<file path="config.mk">
export PLATFORM = sky130hd
export DESIGN_NAME = sevenseg_scan_ctrl_flat
export DESIGN_NICKNAME = d
export VERILOG_FILES = /design/src/rtl/sevenseg_pkg.sv /design/src/rtl/sevenseg_scan_ctrl_if.sv /design/src/rtl/sevenseg_hex_decode.sv /design/src/rtl/sevenseg_scan_ctrl.sv /design/src/flat_wrapper.sv
export SDC_FILE = /design/constraint.sdc
export NUM_CORES = 1
export LEC_CHECK = 0
export BUFFER_PORTS_ARGS = -buffer_cell sky130_fd_sc_hd__buf_2
export CAP_MARGIN = 20
export CELL_PAD_IN_SITES_DETAIL_PLACEMENT = 1
export CELL_PAD_IN_SITES_GLOBAL_PLACEMENT = 2
export CORE_ASPECT_RATIO = 1.1
export CORE_UTILIZATION = 35
export CTS_CLUSTER_SIZE = 8
export DETAILED_ROUTE_END_ITERATION = 16
export PLACE_DENSITY = 0.9
export SETUP_SLACK_MARGIN = 0.05
export SYNTH_ARGS = -nofsm -noshare
export SYNTH_HDL_FRONTEND = slang
export SYNTH_SLANG_ARGS = --single-unit
</file>
<file path="constraint.sdc">
create_clock -name clk -period 3.1 [get_ports clk]
set_clock_uncertainty 0.05 [all_clocks]
set_input_delay 0.465 -clock clk [delete_from_list [all_inputs] [get_ports clk]]
set_output_delay 0.465 -clock clk [all_outputs]
set_load 0.01 [all_outputs]
</file>
<file path="src/rtl/sevenseg_pkg.sv">
// Fixed-width items shared by the seven-segment scan controller:
// segment vector type and the active-low hex glyph table.
package sevenseg_pkg;

   localparam int SEG_W = 7;

   typedef logic [SEG_W-1:0] seg_t;

   // Glyphs as {a,b,c,d,e,f,g}, active-low (0 = segment on).
   function automatic seg_t hex_to_seg_n(input logic [3:0] h);
      case (h)
         4'h0:    return 7'b0000001;
         4'h1:    return 7'b1001111;
         4'h2:    return 7'b0010010;
         4'h3:    return 7'b0000110;
         4'h4:    return 7'b1001100;
         4'h5:    return 7'b0100100;
         4'h6:    return 7'b0100000;
         4'h7:    return 7'b0001111;
         4'h8:    return 7'b0000000;
         4'h9:    return 7'b0000100;
         4'hA:    return 7'b0001000;
         4'hB:    return 7'b1100000;
         4'hC:    return 7'b0110001;
         4'hD:    return 7'b1000010;
         4'hE:    return 7'b0110000;
         default: return 7'b0111000;
      endcase
   endfunction

endpackage

</file>
<file path="src/rtl/sevenseg_scan_ctrl_if.sv">
// Update port of the scan controller: valid/ready handshake plus the
// full set of per-digit display fields captured on acceptance.
interface sevenseg_scan_ctrl_if #(
   parameter int NUM_DIGITS = 8,
   parameter int BRIGHT_W   = 4
);
   import sevenseg_pkg::*;

   logic                        i_upd_valid;
   logic                        o_upd_ready;
   logic [4*NUM_DIGITS-1:0]     i_hex;
   logic [SEG_W*NUM_DIGITS-1:0] i_raw;
   logic [NUM_DIGITS-1:0]       i_raw_mask;
   logic [NUM_DIGITS-1:0]       i_dp;
   logic [NUM_DIGITS-1:0]       i_en_mask;
   logic [BRIGHT_W-1:0]         i_bright;

   modport master (
      output i_upd_valid, i_hex, i_raw, i_raw_mask, i_dp, i_en_mask, i_bright,
      input  o_upd_ready
   );

   modport slave (
      input  i_upd_valid, i_hex, i_raw, i_raw_mask, i_dp, i_en_mask, i_bright,
      output o_upd_ready
   );

endinterface

</file>
<file path="src/rtl/sevenseg_hex_decode.sv">
// Combinational nibble-to-glyph decoder, active-low segments.
module sevenseg_hex_decode
   import sevenseg_pkg::*;
(
   input  logic [3:0] hex,
   output seg_t       seg
);

   assign seg = hex_to_seg_n(hex);

endmodule

</file>
<file path="src/rtl/sevenseg_scan_ctrl.sv">
// Multiplexed N-digit seven-segment scanner with PWM brightness, guard
// blanking and a double-buffered field set swapped only at frame boundaries.
module sevenseg_scan_ctrl
   import sevenseg_pkg::*;
#(
   parameter int NUM_DIGITS = 8,
   parameter int SCAN_DIV   = 10000,
   parameter int BRIGHT_W   = 4,
   parameter int GUARD      = 2
) (
   input  logic                  clk,
   input  logic                  rst,
   sevenseg_scan_ctrl_if.slave   bus,
   output logic [NUM_DIGITS-1:0] o_an,
   output seg_t                  o_seg,
   output logic                  o_dp,
   output logic                  o_frame_start
);

   localparam int SLOT_W = (SCAN_DIV > 1) ? $clog2(SCAN_DIV) : 1;
   localparam int DIG_W  = (NUM_DIGITS > 1) ? $clog2(NUM_DIGITS) : 1;
   localparam int PH_LEN = SCAN_DIV >> BRIGHT_W;
   localparam int SUB_W  = (PH_LEN > 1) ? $clog2(PH_LEN) : 1;

   typedef struct packed {
      logic [NUM_DIGITS-1:0][3:0]       hex;
      logic [NUM_DIGITS-1:0][SEG_W-1:0] raw;
      logic [NUM_DIGITS-1:0]            raw_mask;
      logic [NUM_DIGITS-1:0]            dp;
      logic [NUM_DIGITS-1:0]            en_mask;
      logic [BRIGHT_W-1:0]              bright;
   } disp_fields_t;

   disp_fields_t act, pend, upd;
   logic         pend_v;

   logic [SLOT_W-1:0]   slot_cnt;
   logic [DIG_W-1:0]    dig_idx;
   logic [SUB_W-1:0]    sub_cnt;
   logic [BRIGHT_W-1:0] phase;
   logic                slot_wrap, dig_wrap, sub_wrap, boundary;

   assign upd = '{hex:      bus.i_hex,
                  raw:      bus.i_raw,
                  raw_mask: bus.i_raw_mask,
                  dp:       bus.i_dp,
                  en_mask:  bus.i_en_mask,
                  bright:   bus.i_bright};

   assign bus.o_upd_ready = ~pend_v;

   assign slot_wrap = (slot_cnt == SLOT_W'(SCAN_DIV - 1));
   assign dig_wrap  = (dig_idx == DIG_W'(NUM_DIGITS - 1));
   assign sub_wrap  = (sub_cnt == SUB_W'(PH_LEN - 1));
   assign boundary  = slot_wrap & dig_wrap;

   // phase tracks slot_cnt / PH_LEN without a divider; it rolls over
   // exactly at slot wrap because SCAN_DIV = PH_LEN * 2**BRIGHT_W.
   always_ff @(posedge clk) begin
      if (rst) begin
         slot_cnt <= '0;
         dig_idx  <= '0;
         sub_cnt  <= '0;
         phase    <= '0;
      end else begin
         slot_cnt <= slot_wrap ? '0 : slot_cnt + 1'b1;
         sub_cnt  <= sub_wrap ? '0 : sub_cnt + 1'b1;
         if (sub_wrap)
            phase <= phase + 1'b1;
         if (slot_wrap)
            dig_idx <= dig_wrap ? '0 : dig_idx + 1'b1;
      end
   end

   // pend_v blocks acceptance, so swap and capture never coincide.
   always_ff @(posedge clk) begin
      if (rst) begin
         act    <= '0;
         pend   <= '0;
         pend_v <= 1'b0;
      end else if (boundary && pend_v) begin
         act    <= pend;
         pend_v <= 1'b0;
      end else if (bus.i_upd_valid && !pend_v) begin
         pend   <= upd;
         pend_v <= 1'b1;
      end
   end

   seg_t                  dec_seg, seg_val;
   logic                  lit;
   logic [NUM_DIGITS-1:0] an_onehot;

   sevenseg_hex_decode u_dec (
      .hex (act.hex[dig_idx]),
      .seg (dec_seg)
   );

   assign lit = act.en_mask[dig_idx]
              && (slot_cnt >= SLOT_W'(GUARD))
              && ((&act.bright) || (phase < act.bright));

   assign seg_val   = act.raw_mask[dig_idx] ? ~act.raw[dig_idx] : dec_seg;
   assign an_onehot = NUM_DIGITS'(1) << dig_idx;

   always_ff @(posedge clk) begin
      if (rst) begin
         o_an          <= '1;
         o_seg         <= '1;
         o_dp          <= 1'b1;
         o_frame_start <= 1'b0;
      end else begin
         o_frame_start <= (slot_cnt == '0) && (dig_idx == '0);
         if (lit) begin
            o_an  <= ~an_onehot;
            o_seg <= seg_val;
            o_dp  <= ~act.dp[dig_idx];
         end else begin
            o_an  <= '1;
            o_seg <= '1;
            o_dp  <= 1'b1;
         end
      end
   end

endmodule

</file>
<file path="src/flat_wrapper.sv">
// flat-port wrapper written by rule: the top's interface ports become plain ports
module sevenseg_scan_ctrl_flat import sevenseg_pkg::*;
#(
   parameter int NUM_DIGITS = 8,
   parameter int SCAN_DIV   = 10000,
   parameter int BRIGHT_W   = 4,
   parameter int GUARD      = 2
)
  (clk, rst, o_an, o_seg, o_dp, o_frame_start, bus_i_upd_valid, bus_i_hex, bus_i_raw, bus_i_raw_mask, bus_i_dp, bus_i_en_mask, bus_i_bright, bus_o_upd_ready);
  sevenseg_scan_ctrl_if #(.NUM_DIGITS(NUM_DIGITS), .BRIGHT_W(BRIGHT_W)) bus_i ();
  input  logic clk;
  input  logic rst;
  output logic [NUM_DIGITS-1:0] o_an;
  output seg_t o_seg;
  output logic o_dp;
  output logic o_frame_start;
  input wire logic [$bits(bus_i.i_upd_valid)-1:0] bus_i_upd_valid;
  input wire logic [$bits(bus_i.i_hex)-1:0] bus_i_hex;
  input wire logic [$bits(bus_i.i_raw)-1:0] bus_i_raw;
  input wire logic [$bits(bus_i.i_raw_mask)-1:0] bus_i_raw_mask;
  input wire logic [$bits(bus_i.i_dp)-1:0] bus_i_dp;
  input wire logic [$bits(bus_i.i_en_mask)-1:0] bus_i_en_mask;
  input wire logic [$bits(bus_i.i_bright)-1:0] bus_i_bright;
  output wire logic [$bits(bus_i.o_upd_ready)-1:0] bus_o_upd_ready;
  assign bus_i.i_upd_valid = bus_i_upd_valid;
  assign bus_i.i_hex = bus_i_hex;
  assign bus_i.i_raw = bus_i_raw;
  assign bus_i.i_raw_mask = bus_i_raw_mask;
  assign bus_i.i_dp = bus_i_dp;
  assign bus_i.i_en_mask = bus_i_en_mask;
  assign bus_i.i_bright = bus_i_bright;
  assign bus_o_upd_ready = bus_i.o_upd_ready;
  sevenseg_scan_ctrl #(.NUM_DIGITS(NUM_DIGITS), .SCAN_DIV(SCAN_DIV), .BRIGHT_W(BRIGHT_W), .GUARD(GUARD)) u_core (.clk(clk), .rst(rst), .bus(bus_i), .o_an(o_an), .o_seg(o_seg), .o_dp(o_dp), .o_frame_start(o_frame_start));
endmodule
</file>
# After elaboration in Yosys (flattened, before gate mapping)
# Memories as Yosys holds them, arrays and structs flattened.
# Cells that the tools add are included.
# op_classes
addsub,4
magnitude_cmp,3
eq_ne,3
shift,1
mux,12
bitwise_logic,7
reduce_logical,15
# op_table
operator,count
7-bit binary-select mux with 3-bit select,1
14-bit by 1-bit adder with 14-bit output (second input constant),1
14-bit == test (second input constant),1
14-bit by 2-bit >= comparator with 1-bit output (second input constant),1
14-bit zero test,1
7-bit two-way mux,2
4-bit binary-select mux with 3-bit select,1
10-bit by 1-bit adder with 10-bit output (second input constant),1
10-bit == test (second input constant),1
1-bit binary-select mux with 3-bit select,3
8-bit NOT,1
2-bit OR reduction,4
1-bit by 3-bit left shift with 8-bit output (first input constant),1
7-bit NOT,1
1-bit logical AND,5
4-bit by 1-bit adder with 4-bit output (second input constant),1
3-bit by 4-bit less-than comparator with 1-bit output (second input constant),1
4-bit less-than comparator,1
4-bit two-way mux,1
1-bit NOT,4
4-bit AND reduction,1
3-bit by 1-bit adder with 3-bit output (second input constant),1
3-bit == test (second input constant),1
3-bit zero test,1
6 further kinds,8
# totals
ff_bits,281
rom_bits,112
inputBits,119
output_inout_bits,18
n_memories,1
# memory_table
name,depth,width,rd,rd_clocked_by_memory_dff,wr,line_no,text
(name not given),16,7,1,0,0,sevenseg_pkg.sv:11,case (h)

# Logic depth before layout (Yosys ltp)
# depth
depth_word,6
depth_mapped,10
ltp_nobuf,8

# Hierarchy
# From an unflattened synthesis, not the netlist that was laid out.
# unflattened
hier_cells,1378
hier_area_um2,11447.2
# modules_own_cells
module,n_inst,cells_per_inst,area_per_inst_um2,seq_area_each_um2
sevenseg_scan_ctrl,1,1343,11199.5,5625.4
sevenseg_hex_decode,1,35,247.7,0.0

# Worst setup path after synthesis
# OpenSTA, ideal clock, no wires.
# synth_timing
path_type,reg2reg
from,register u_core.dig_idx[0]
to,register u_core.o_seg[4]
setup_ns,0.139
t_arrival_ns,2.341
slack_ns,0.571
path_stages_with_launch,10
n_path_buf,2
period_less_slack_ns,2.529
cell_sequence,dfxtp_1 -> buf_6 -> buf_6 -> mux4_2 -> mux2i_1 -> inv_1 -> ha_1 -> nor2b_1 -> a221oi_1 -> o21ai_1
# synth_via
elab_chain_len,6
word_cells_on_any_way,15
# synth_rtl
element,line_no,text
"start, declared",sevenseg_scan_ctrl.sv:38,logic [DIG_W-1:0] dig_idx;
"start signal, assigned",sevenseg_scan_ctrl.sv:71,dig_idx <= dig_wrap ? '0 : dig_idx + 1'b1;
"parallel branches: the longest is 6 deep, another holds memory read 16 x 7 bit",--,
"end signal, assigned",sevenseg_scan_ctrl.sv:116,o_seg <= seg_val;
"end, declared",sevenseg_scan_ctrl.sv:15,"output seg_t o_seg,"
# Parallel ways; which one is timed is not known. The select of a mux whose other input is x is not followed.
# A chain may end at the register's enable or synchronous reset.

# Worst setup path in the final report
# Ends and elaborated chain as after synthesis.

==> results.sh <==
export IMPL_outcome="complete, no violations"
export IMPL_io_pins=137
export IMPL_fin_crit_sh=0.8497
export IMPL_cts_hold_buf=0
export IMPL_root_buffer="clkbuf_16"
export IMPL_nets=1564
export IMPL_drt_first_pass_iters=4
export IMPL_cap_violations=0
export IMPL_cts_resized=0
export IMPL_crit_path_end_kind="register"
export IMPL_ant_nets=0
export IMPL_fp_row_count=67
export IMPL_initial_utilization=0.3601
export IMPL_synth_distinct_cells=47
export IMPL_layout_cells_non_filler=1840
export IMPL_yosys_warnings=0
export IMPL_r2r_start="u_core.dig_idx[0]"
export IMPL_slew_headroom=0.3542
export IMPL_layout_commonest_cell="nand2_1"
export IMPL_max_freq_mhz=379.6
export IMPL_grt_pass1_vias=9202
export IMPL_vias_per_cell=4.911
export IMPL_drive_gt1_frac=0.1634
export IMPL_async_reset_ff_frac=0
export IMPL_antenna_found_initial=0
export IMPL_post_drt_wl_per_cell_microns=15.46
export IMPL_most_common_layout_cells="nand2_1 (493), dfxtp_1 (279), a21oi_1 (237)"
export IMPL_grt_use_met3=0.02647
export IMPL_min_delay_path_depth=3
export IMPL_syn_avg_cell_area_sq_um=8.373
export IMPL_cp_data_arrival_time_ns=2.94
export IMPL_cts_sinks=281
export IMPL_core_region_area_sq_um=30770
export IMPL_gp_congestion=0.7865
export IMPL_vias=9037
export IMPL_met1_usage=0.2439
export IMPL_clock_path_buffers=3
export IMPL_area_growth_pct=18.40
export IMPL_crit_path_max_fanout=5
export IMPL_r2r_slack_ns=0.47
export IMPL_drc=0
export IMPL_final_area_sq_um=13120
export IMPL_required_ns=3.40
export IMPL_path_clk_slew_ns=0.05
export IMPL_dpl_cell_area_sq_um=12060
export IMPL_synth_fp_nets=1463
export IMPL_grt_pass1_wl_microns=46770
export IMPL_min_from="bus_i_raw[38]"
export IMPL_htree_num_levels=2
export IMPL_grt_setup_unrepaired="false"
export IMPL_hpwl_microns=18660
export IMPL_synth_edf_count=0
export IMPL_post_cts_repair_setup_buffers=0
export IMPL_portBuffers=136
export IMPL_use_met2=0.2940
export IMPL_ir_drop_uv=305.9
export IMPL_p_per_area_nw_per_um2=605.1
export IMPL_drt_iter0_markers=406
export IMPL_gr_usage_all_layers=0.1787
export IMPL_syn_area_sq_um=11080
export IMPL_syn_inst=1323
export IMPL_crit_slowest_cell="mux4_1"
export IMPL_timing_rr_end="u_core.o_seg[4]"
export IMPL_ys_seq_area_frac=0.5078
export IMPL_crit_chain="mux4_1, mux2i_1, inv_1, ha_1, nor2b_1, a221oi_1, o21ai_1"
export IMPL_yosys_most_used_dff="dfxtp_1"
export IMPL_grt_overflow_total=0
export IMPL_fp_dieArea_sq_um=32370
export IMPL_finalHoldViolations=0
export IMPL_leakage_uw=0.004819
export IMPL_numCtsBuffers=41
export IMPL_final_setup_tns_ns=0
export IMPL_crit_type="reg2reg"
export IMPL_worst_slack_ns=0.4658
export IMPL_startpoint_type="register"
export IMPL_setup_viol_count_final=0
export IMPL_tightest_slew_ns=0.9687
export IMPL_slew_viol_final=0
export IMPL_die_w_microns=171.6
export IMPL_tritoncts="yes"
export IMPL_post_route_util=0.4263
export IMPL_top_usage_layer="met2"
export IMPL_die_y_microns=188.6
export IMPL_worstRegToRegCells=7
export IMPL_clock_latency_ns=0.52
export IMPL_dp_slack_ns=0.4479
export IMPL_ys_seq_elements=281
export IMPL_totalWireLength_microns=28440
export IMPL_hold_path_class="in2reg"
export IMPL_critPathMaxStageDelay_ns=0.56
export IMPL_hold_end="u_core.pend[66]"
export IMPL_dp_cells=1795
export IMPL_antennaDiodeCount=0
export IMPL_grt_max_degree=117
export IMPL_finalCriticalPeriod_ns=2.634
-- worst max-delay path: cells and delay by family (launching register included) --
| family | cells | cell delay (ns) |
|---|---|---|
| mux | 2 | 1.00 |
| compound gates | 2 | 0.44 |
| flops | 1 | 0.42 |
| simple gates | 1 | 0.14 |
| buf+inv | 1 | 0.20 |
| fa+ha+maj | 1 | 0.21 |
-- per-layer routing --
layer / vias up / routed length (microns)
met4: 0 / 465
met2: 176 / 13050
met5: - / 0
met3: 36 / 1245
li1: 4544 / -
met1: 4281 / 13680
-- worst max-delay path by stage --
stage / start / end / cells after the start
after detailed placement: u_core.dig_idx[0] / u_core.o_seg[4] / 7
final: u_core.dig_idx[0] / u_core.o_seg[4] / 7
after global routing: u_core.dig_idx[0] / u_core.o_seg[4] / 7
after global placement: u_core.dig_idx[0] / u_core.o_seg[4] / 7
after CTS: u_core.dig_idx[0] / u_core.o_seg[4] / 7
after floorplan: u_core.dig_idx[0] / u_core.o_seg[4] / 9
-- synth_stat cells, drive strengths merged (3+ instances only) --
cell,count,area [sq um]
a21oi,237,1186
and3,9,56.30
and4,3,26.28
buf,33,200.2
clkbuf,58,217.7
dfxtp,281,5625
ha,21,262.8
inv,19,71.32
mux2,4,52.55
mux2i,8,96.34
mux4,28,653.1
nand2,495,1861
nand3,23,120.1
nand4,6,37.54
nor2,41,153.9
nor2b,3,18.77
nor3,3,20.02
nor4,3,18.77
o211ai,3,22.52
o21ai,3,15.01
xnor2,10,87.58
xor2,13,113.9
-- cell families (layout without fill, tap and decap cells) --
| logic type | Yosys count | count (layout) | share of synthesized area |
|---|---|---|---|
| compound gates | 254 | 254 | 0.1201 |
| xor+xnor | 23 | 23 | 0.01818 |
| fa+ha+maj | 21 | 21 | 0.02372 |
| buf+inv | 110 | 213 | 0.04416 |
| flops | 281 | 281 | 0.5078 |
| mux | 40 | 40 | 0.07240 |
| simple gates | 594 | 594 | 0.2137 |
-- power breakdown --
group	internal (uW)	total, uW	switching [uW]
logic	133	348	215
clock network	2330	3810	1490
registers	3720	3770	58.6
total	6170	7940	1760
-- registers in the layout, summed over array words and instances, names as in the netlist --
name	flops
u_core.slot_cnt	14
u_core.sub_cnt	10
u_core.pend_v	1
u_core.o_frame_start	1
u_core.dig_idx	3
u_core.o_an	8
u_core.o_dp	1
u_core.o_seg	7
u_core.act	116
u_core.phase	4
u_core.pend	116
-- per-stage QoR --
step | power (uW) | hold slack [ns]
after floorplan | 4036 | 0.3771
final | 7937 | 0.1296
after global placement | 4189 | 0.3862
after CTS | 8041 | 0.1251
after global routing | 8251 | 0.1311
after detailed placement | 4200 | 0.3923
-- cell type report --
cell class	instances	area, sq um
clock buffers	42	1030
clock inverters	3	26.28
fillers	3674	17650
inverters	19	71.32
multi-input cells	932	4996
flip-flops and latches	281	5628
well taps	414	518.0
repair buffers	149	847.1
No activity file was read; power rests on OpenSTA's default activity.
